$ cat src/rtl/chua_key_extractor.sv
// Drives the held Chua state into the step datapath, skips WARMUP iterations, then packs mantissa-LSB chunks into a key.
// Latency: start-accept edge to key_valid = 1 + (W + KEY_W/BITS_PER_STEP)*(STEP_LAT+1) cycles.
// Backpressure: key held in HOLD until key_valid && key_ready; start ignored outside IDLE. Optional macro DEGEN_CHECK_EN.
module chua_key_extractor #(
    parameter int KEY_W         = 128,
    parameter int BITS_PER_STEP = 8,
    parameter int WARMUP        = 1000,
    parameter int STEP_LAT      = 0
) (
    input  logic             clk,
    input  logic             rst,
    input  logic             start,
    input  logic             reseed,
    input  logic [31:0]      seed_x,
    input  logic [31:0]      seed_y,
    input  logic [31:0]      seed_z,
    output logic [31:0]      step_hx,
    output logic [31:0]      step_hy,
    output logic [31:0]      step_hz,
    input  logic [31:0]      step_x,
    input  logic [31:0]      step_y,
    input  logic [31:0]      step_z,
    output logic             busy,
    output logic [KEY_W-1:0] key_out,
    output logic             key_valid,
    input  logic             key_ready,
    output logic             err
);
    localparam int B   = BITS_PER_STEP;
    localparam int NCH = KEY_W / B;
    localparam int LW  = (STEP_LAT > 0) ? $clog2(STEP_LAT + 1) : 1;
    localparam int CW  = $clog2(NCH + 1);

    typedef enum logic [2:0] {IDLE, LOAD, WARM, EXTRACT, HOLD} state_t;

    state_t           state, next_state;
    logic [LW-1:0]    lat_cnt;
    logic [15:0]      iter_cnt;
    logic [CW-1:0]    chunk_cnt;
    logic [31:0]      seed_xq, seed_yq, seed_zq;
    logic             reseed_q;
    logic [KEY_W-1:0] key_sh, key_next;
    logic [B-1:0]     chunk;
    logic             capture, last_chunk, degen;

`ifdef DEGEN_CHECK_EN
    logic err_q;

    function automatic logic is_degen(input logic [31:0] v);
        return (v[30:23] == 8'h00) || (v[30:23] == 8'hFF);
    endfunction

    assign degen = is_degen(step_x) || is_degen(step_y) || is_degen(step_z);
    assign err   = err_q;
`else
    assign degen = 1'b0;
    assign err   = 1'b0;
`endif

    always_comb begin
        chunk      = step_x[B-1:0] ^ step_y[B-1:0] ^ step_z[B-1:0];
        key_next   = KEY_W'({key_sh, chunk});
        capture    = ((state == WARM) || (state == EXTRACT)) && (lat_cnt == LW'(STEP_LAT));
        last_chunk = (chunk_cnt == CW'(NCH - 1));
        next_state = state;
        case (state)
            IDLE:    if (start) next_state = LOAD;
            LOAD:    next_state = (reseed_q && (WARMUP != 0)) ? WARM : EXTRACT;
            WARM: begin
                if (capture) begin
                    if (degen)                  next_state = IDLE;
                    else if (iter_cnt == 16'd1) next_state = EXTRACT;
                end
            end
            EXTRACT: begin
                if (capture) begin
                    if (degen)           next_state = IDLE;
                    else if (last_chunk) next_state = HOLD;
                end
            end
            HOLD:    if (key_ready) next_state = IDLE;
            default: next_state = IDLE;
        endcase
    end

    always_ff @(posedge clk) begin
        if (rst) begin
            state     <= IDLE;
            lat_cnt   <= '0;
            iter_cnt  <= '0;
            chunk_cnt <= '0;
            seed_xq   <= '0;
            seed_yq   <= '0;
            seed_zq   <= '0;
            reseed_q  <= 1'b0;
            key_sh    <= '0;
            key_out   <= '0;
            key_valid <= 1'b0;
            busy      <= 1'b0;
            step_hx   <= '0;
            step_hy   <= '0;
            step_hz   <= '0;
`ifdef DEGEN_CHECK_EN
            err_q     <= 1'b0;
`endif
        end else begin
            state <= next_state;
            case (state)
                IDLE: begin
                    if (start) begin
                        busy     <= 1'b1;
                        reseed_q <= reseed;
                        seed_xq  <= seed_x;
                        seed_yq  <= seed_y;
                        seed_zq  <= seed_z;
`ifdef DEGEN_CHECK_EN
                        err_q    <= 1'b0;
`endif
                    end
                end
                LOAD: begin
                    lat_cnt   <= '0;
                    chunk_cnt <= '0;
                    if (reseed_q) begin
                        step_hx  <= seed_xq;
                        step_hy  <= seed_yq;
                        step_hz  <= seed_zq;
                        iter_cnt <= 16'(WARMUP);
                    end else begin
                        iter_cnt <= '0;
                    end
                end
                WARM, EXTRACT: begin
                    lat_cnt <= capture ? '0 : lat_cnt + 1'b1;
                    if (capture) begin
                        // A degenerate capture aborts without disturbing the held state.
                        if (degen) begin
                            busy <= 1'b0;
`ifdef DEGEN_CHECK_EN
                            err_q <= 1'b1;
`endif
                        end else begin
                            step_hx <= step_x;
                            step_hy <= step_y;
                            step_hz <= step_z;
                            if (state == WARM) begin
                                iter_cnt <= iter_cnt - 16'd1;
                            end else begin
                                key_sh    <= key_next;
                                chunk_cnt <= chunk_cnt + 1'b1;
                                if (last_chunk) begin
                                    key_out   <= key_next;
                                    key_valid <= 1'b1;
                                    busy      <= 1'b0;
                                end
                            end
                        end
                    end
                end
                HOLD: begin
                    if (key_ready) key_valid <= 1'b0;
                end
                default: ;
            endcase
        end
    end
endmodule
$ cat config.mk
export PLATFORM = sky130hd
export DESIGN_NAME = chua_key_extractor
export DESIGN_NICKNAME = d
export VERILOG_FILES = /design/src/rtl/chua_key_extractor.sv
export SDC_FILE = /design/constraint.sdc
export NUM_CORES = 1
export LEC_CHECK = 0
export ABC_AREA = 1
export CELL_PAD_IN_SITES_DETAIL_PLACEMENT = 1
export CELL_PAD_IN_SITES_GLOBAL_PLACEMENT = 1
export CORE_UTILIZATION = 36
export DETAILED_ROUTE_END_ITERATION = 16
export PLACE_DENSITY = 0.81
export SYNTH_ARGS = -nofsm -noshare
export SYNTH_HDL_FRONTEND = slang
export SYNTH_SLANG_ARGS = --single-unit
$ cat constraint.sdc
create_clock -name clk -period 1.9 [get_ports clk]
set_input_delay 0.19 -clock clk [delete_from_list [all_inputs] [get_ports clk]]
set_output_delay 0.19 -clock clk [all_outputs]
set_load 0.01 [all_outputs]
-- Yosys cells after proc, flatten, opt, wreduce, memory -nomap -nowiden
Cells that the tools add are included.
- register bits after elaboration: 468
- output and inout port bits: 227
- muxes and demuxes: 36
- eq/ne operators: 17
- bitwise logic cells: 4
- add/subtract/negate cells: 3
- reduce and logical (&&, ||, !) cells: 16
- operators by type and width (kind ; number):
    32-bit 2-to-1 mux ; 6
    32-bit case mux with 2 select lines ; 3
    16-bit 2-to-1 mux ; 2
    16-bit case mux with 2 select lines ; 1
    2-bit inequality test (second input constant) ; 11
    3-bit 2-to-1 mux ; 6
    16-bit by 1-bit == test with 1-bit output (second input constant) ; 1
    16-bit by 1-bit subtractor with 16-bit output (second input constant) ; 1
    8-bit XOR ; 2
    3-bit case mux with 5 select lines ; 1
    3-bit AND reduction ; 4
    1-bit 2-to-1 mux ; 10
    10-bit 2-to-1 mux ; 1
    5-bit 2-to-1 mux ; 2
    5-bit case mux with 2 select lines ; 1
    5-bit AND reduction ; 2
    3-bit by 2-bit == test with 1-bit output (second input constant) ; 2
    1-bit case mux with 2 select lines ; 3
    6-bit AND reduction ; 1
    2-bit nonzero test ; 3
    5-bit by 1-bit adder with 5-bit output (second input constant) ; 1
    5-bit by 4-bit == test with 1-bit output (second input constant) ; 1
    4-bit AND reduction ; 1
    3-bit by 1-bit == test with 1-bit output (second input constant) ; 1
    other kinds (8) ; 9

-- Depth between registers and ports, before layout
- word-level depth: 5
- depth in mapped cells: 11

-- Worst setup path before layout
Ideal clock, no wire load.
- kind: reg-to-reg
- start: reg chunk_cnt[0]
- end: reg key_out[126]
- path buffers: 2
- path slack: 0.332 ns
- cell stages (with the launch flop): 12
- arrival time: 1.452 ns
- cells stage by stage: dfxtp_1 ha_1 inv_1 nor2_1 ha_1 inv_1 nor2_4 inv_2 buf_2 buf_2 nor2_1 nor2_1
- word-level cells in the longest chain between the ends: 2
- ends and longest elaborated chain (item ; line ; text):
    start, declared ; 39 ; logic [CW-1:0] chunk_cnt;
    start signal, assigned ; 150 ; chunk_cnt <= chunk_cnt + 1'b1;
    5-bit by 4-bit == test with 1-bit output ; 64 ; last_chunk = (chunk_cnt == CW'(NCH - 1));
    4-bit AND reduction (no line) ; -- ;
    end signal, assigned ; 152 ; key_out <= key_next;
    end, declared ; 24 ; output logic [KEY_W-1:0] key_out,
Every way passes these cells.
A chain may end at the register's enable or synchronous reset.

-- Final worst setup path
- start: reg chunk_cnt[1]
- end: reg key_out[48]
Same word-level chain as after synthesis.

==> flow_summary.json <==
{
  "synth_seq_area_share_pct": 52.7,
  "drive_gt1_share_pct": 6.30,
  "drt_wl_total_microns": 66200,
  "ios": 424,
  "grt_max_degree": 131,
  "p_leak_nw": 9.78,
  "root_buffer": "clkbuf_16",
  "detail-route-antenna-nets": 0,
  "core-area_sq_um": 48800,
  "synth_adder_area_share_pct": 0.282,
  "report.final.slew_viol_count": 0,
  "skew_ns": 0.0207,
  "grtUsageMet1_pct": 29.1,
  "maxCapViolCount": 0,
  "ys_types": 28,
  "synth-simple-area-share_pct": 19.2,
  "synth_ff_type": "dfxtp_1",
  "startpoint_type": "register",
  "grt_pass1_vias": 18300,
  "wire_per_inst_microns": 19.1,
  "synthMuxAreaShare_pct": 0,
  "grt_use_met3_pct": 6.55,
  "met2_usage_pct": 43.0,
  "start_util_pct": 36.4,
  "drc_errors": 0,
  "std_cell_rows": 81,
  "ff2ff_setup_slack_ns": 0.09,
  "busiest_layer": "met2",
  "setup_violations": 0,
  "antenna_found_initial": 10,
  "ys_top_cells_by_area": "dfxtp_1 (53%), o21ai_0 (12%), nor2_1 (9.9%), nand2_1 (8.2%), a21oi_1 (7.0%)",
  "power_per_cell_area_nw_per_um2": 1410,
  "place.gp.congestion": 0.818,
  "dieHeight_microns": 224,
  "status": "complete, no violations",
  "synth.ff_latch_count": 468,
  "syn_area_per_cell_sq_um": 7.47,
  "post-place-ws_ns": -0.0677,
  "period_share_pct": 95.5,
  "cts_tree": "built",
  "synth-xor-area-share_pct": 0.789,
  "ir_worst_vdd_v": 0.000788,
  "postSynthNetCount": 2580,
  "timing.fmax_ghz": 0.551,
  "async_flop_share_pct": 0,
  "worstSetupPathType": "reg2reg",
  "clk_latency_ns": 0.61,
  "worstMarginPinSlew_ns": 0.655,
  "setup_ws_ns": 0.0853,
  "synth_edf_count": 0,
  "path_clk_slew_ns": 0.06,
  "synthDominantCellAreaShare_pct": 52.7,
  "vias": 17500,
  "crit_fanout": 25,
  "grtUsageTotal_pct": 24.8,
  "synth_warnings": 0,
  "postSynthCellCount": 2379,
  "slew_headroom_pct": 56.4,
  "cts_made_buffers": 51,
  "yosysTopAreaCell": "dfxtp_1",
  "crit_required_ns": 2.37,
  "grt_pass1_wl_microns": 99100,
  "hold_path.class": "in2reg",
  "whs_ns": 0.230,
  "final.min_clock_period_ns": 1.81,
  "worst_ep_arrival_time_ns": 2.28,
  "first_pass_iters": 5,
  "synth_compound_area_share_pct": 19.5,
  "clock-sinks": 468,
  "tns_ns": 0,
  "synth.cell_area_sq_um": 17800,
  "grt.overflow.total": 0,
  "io_buffers": 422,
  "dp_hpwl_microns": 44100,
  "cts_htree_levels": 2,
  "nNetsFinal": 2959,
  "viasPerCell": 5.06,
  "die_x_microns": 224,
  "drtIter0Drc": 925,
  "cp-end-kind": "register",
  "cts.path.max_buffers": 3,
  "synth_top_family_by_area": "compound AO/OA/AOI/OAI gates",
  "fin_util_pct": 50.9,
  "dieArea_sq_um": 50300,
  "finalHoldViolCount": 0,
  "syn_to_final_growth_pct": 39.8
}
final cells by class:
type | count | area [sq um]
fillers | 5952 | 24000
flip-flops and latches | 468 | 9370
multi-input cells | 1600 | 7110
repair buffers | 494 | 5210
clock buffers | 73 | 1490
well taps | 664 | 831
inverters | 143 | 559
clock inverters | 15 | 250
diodes | 8 | 20.0
sequential cells by signal, summed over array words and instances (netlist names):
| register | cells |
|---|---|
| seed_zq | 32 |
| lat_cnt | 1 |
| step_hy | 32 |
| state | 3 |
| step_hz | 32 |
| seed_xq | 32 |
| seed_yq | 32 |
| key_sh | 120 |
| step_hx | 32 |
| reseed_q | 1 |
| iter_cnt | 16 |
| busy | 1 |
| chunk_cnt | 5 |
| key_out | 128 |
| key_valid | 1 |
worst max-delay path: stages, from the launching register on:
cell     delay [ns]
dfxtp_2        0.34
ha_1           0.14
inv_1          0.05
nor2_1         0.10
ha_2           0.19
inv_2          0.05
nor2_4         0.22
buf_6          0.16
inv_8          0.06
buf_16         0.17
nand2_1        0.10
a21oi_1        0.07
power breakdown:
group          switching (mW)  internal (mW)
logic                    7.28           4.44
clock network            4.18           6.13
registers                1.13           11.7
synthesized netlist by cell type, types with 2 or more instances:
| master | count |
|---|---|
| xor2_1 | 8 |
| nand3_2 | 3 |
| buf_4 | 5 |
| ha_1 | 4 |
| nand3_1 | 15 |
| inv_2 | 5 |
| o21ai_1 | 13 |
| xnor2_1 | 8 |
| nor2_4 | 2 |
| nand3b_1 | 3 |
| nand2_1 | 388 |
| clkbuf_1 | 93 |
| buf_6 | 11 |
| o21a_1 | 2 |
| dfxtp_1 | 468 |
| buf_1 | 9 |
| buf_2 | 50 |
| nor3_1 | 3 |
| nor2_1 | 471 |
| a21oi_1 | 248 |
| inv_1 | 138 |
| o21ai_0 | 426 |
cell usage in the layout, fill, tap and decap left out, types with 4 or more instances in the layout:
cell type	Yosys	final
o21ai_0	426	425
clkdlybuf4s50_1	0	418
clkbuf_16	0	57
xor2_1	8	8
buf_4	5	37
nand2_1	388	388
inv_1	138	136
clkbuf_8	0	13
clkinv_2	0	4
diode_2	0	8
xnor2_1	8	8
a21oi_1	248	244
nor2_1	471	469
a21oi_2	0	4
buf_6	11	4
o21ai_1	13	14
buf_12	0	21
dfxtp_1	468	465
bufinv_16	0	5
clkbuf_1	93	9
nand3_1	15	14
repair_timing:
action                                  CTS  global route
pin swaps                                 1             2
endpoints found under the setup margin   13           190
cloned                                    1             7
hold buffers                              1             0
endpoints found under the hold margin     4             0
resized for setup                         7            19
buffers inserted                          0             7
worst paths after layout:
check	from	end	cells after the start
max	chunk_cnt[1]	key_out[48]	11
min	seed_z[22]	seed_zq[22]	3
max reg2reg	chunk_cnt[1]	key_out[48]	11
min reg2reg	key_out[7]	key_out[7]	2
layer usage:
layer | up-vias | wire length [microns]
li1 | 8400 | -
met1 | 8538 | 27000
met2 | 462 | 32700
met3 | 125 | 4160
met4 | 4 | 2330
met5 | - | 31
logic make-up (layout without fill, tap and decap cells):
logic type,after synthesis,in the layout
XOR/XNOR,16,16
other,1,9
AO/OA/AOI/OAI,691,691
adder cells (fa/ha/maj),4,4
AND/OR/NAND/NOR,888,888
flip-flops,468,468
buffers and inverters,311,725
metrics by stage:
step | instance area [sq um] | power, mW | instances
after floorplan | 17800 | 19.2 | 2379
after global placement | 22800 | 23.3 | 3353
after detailed placement | 22800 | 23.8 | 3353
after CTS | 24500 | 34.6 | 3443
after global routing | 24800 | 36.9 | 3463
final | 24800 | 34.9 | 3465
No activity file was read; power rests on OpenSTA's default activity.
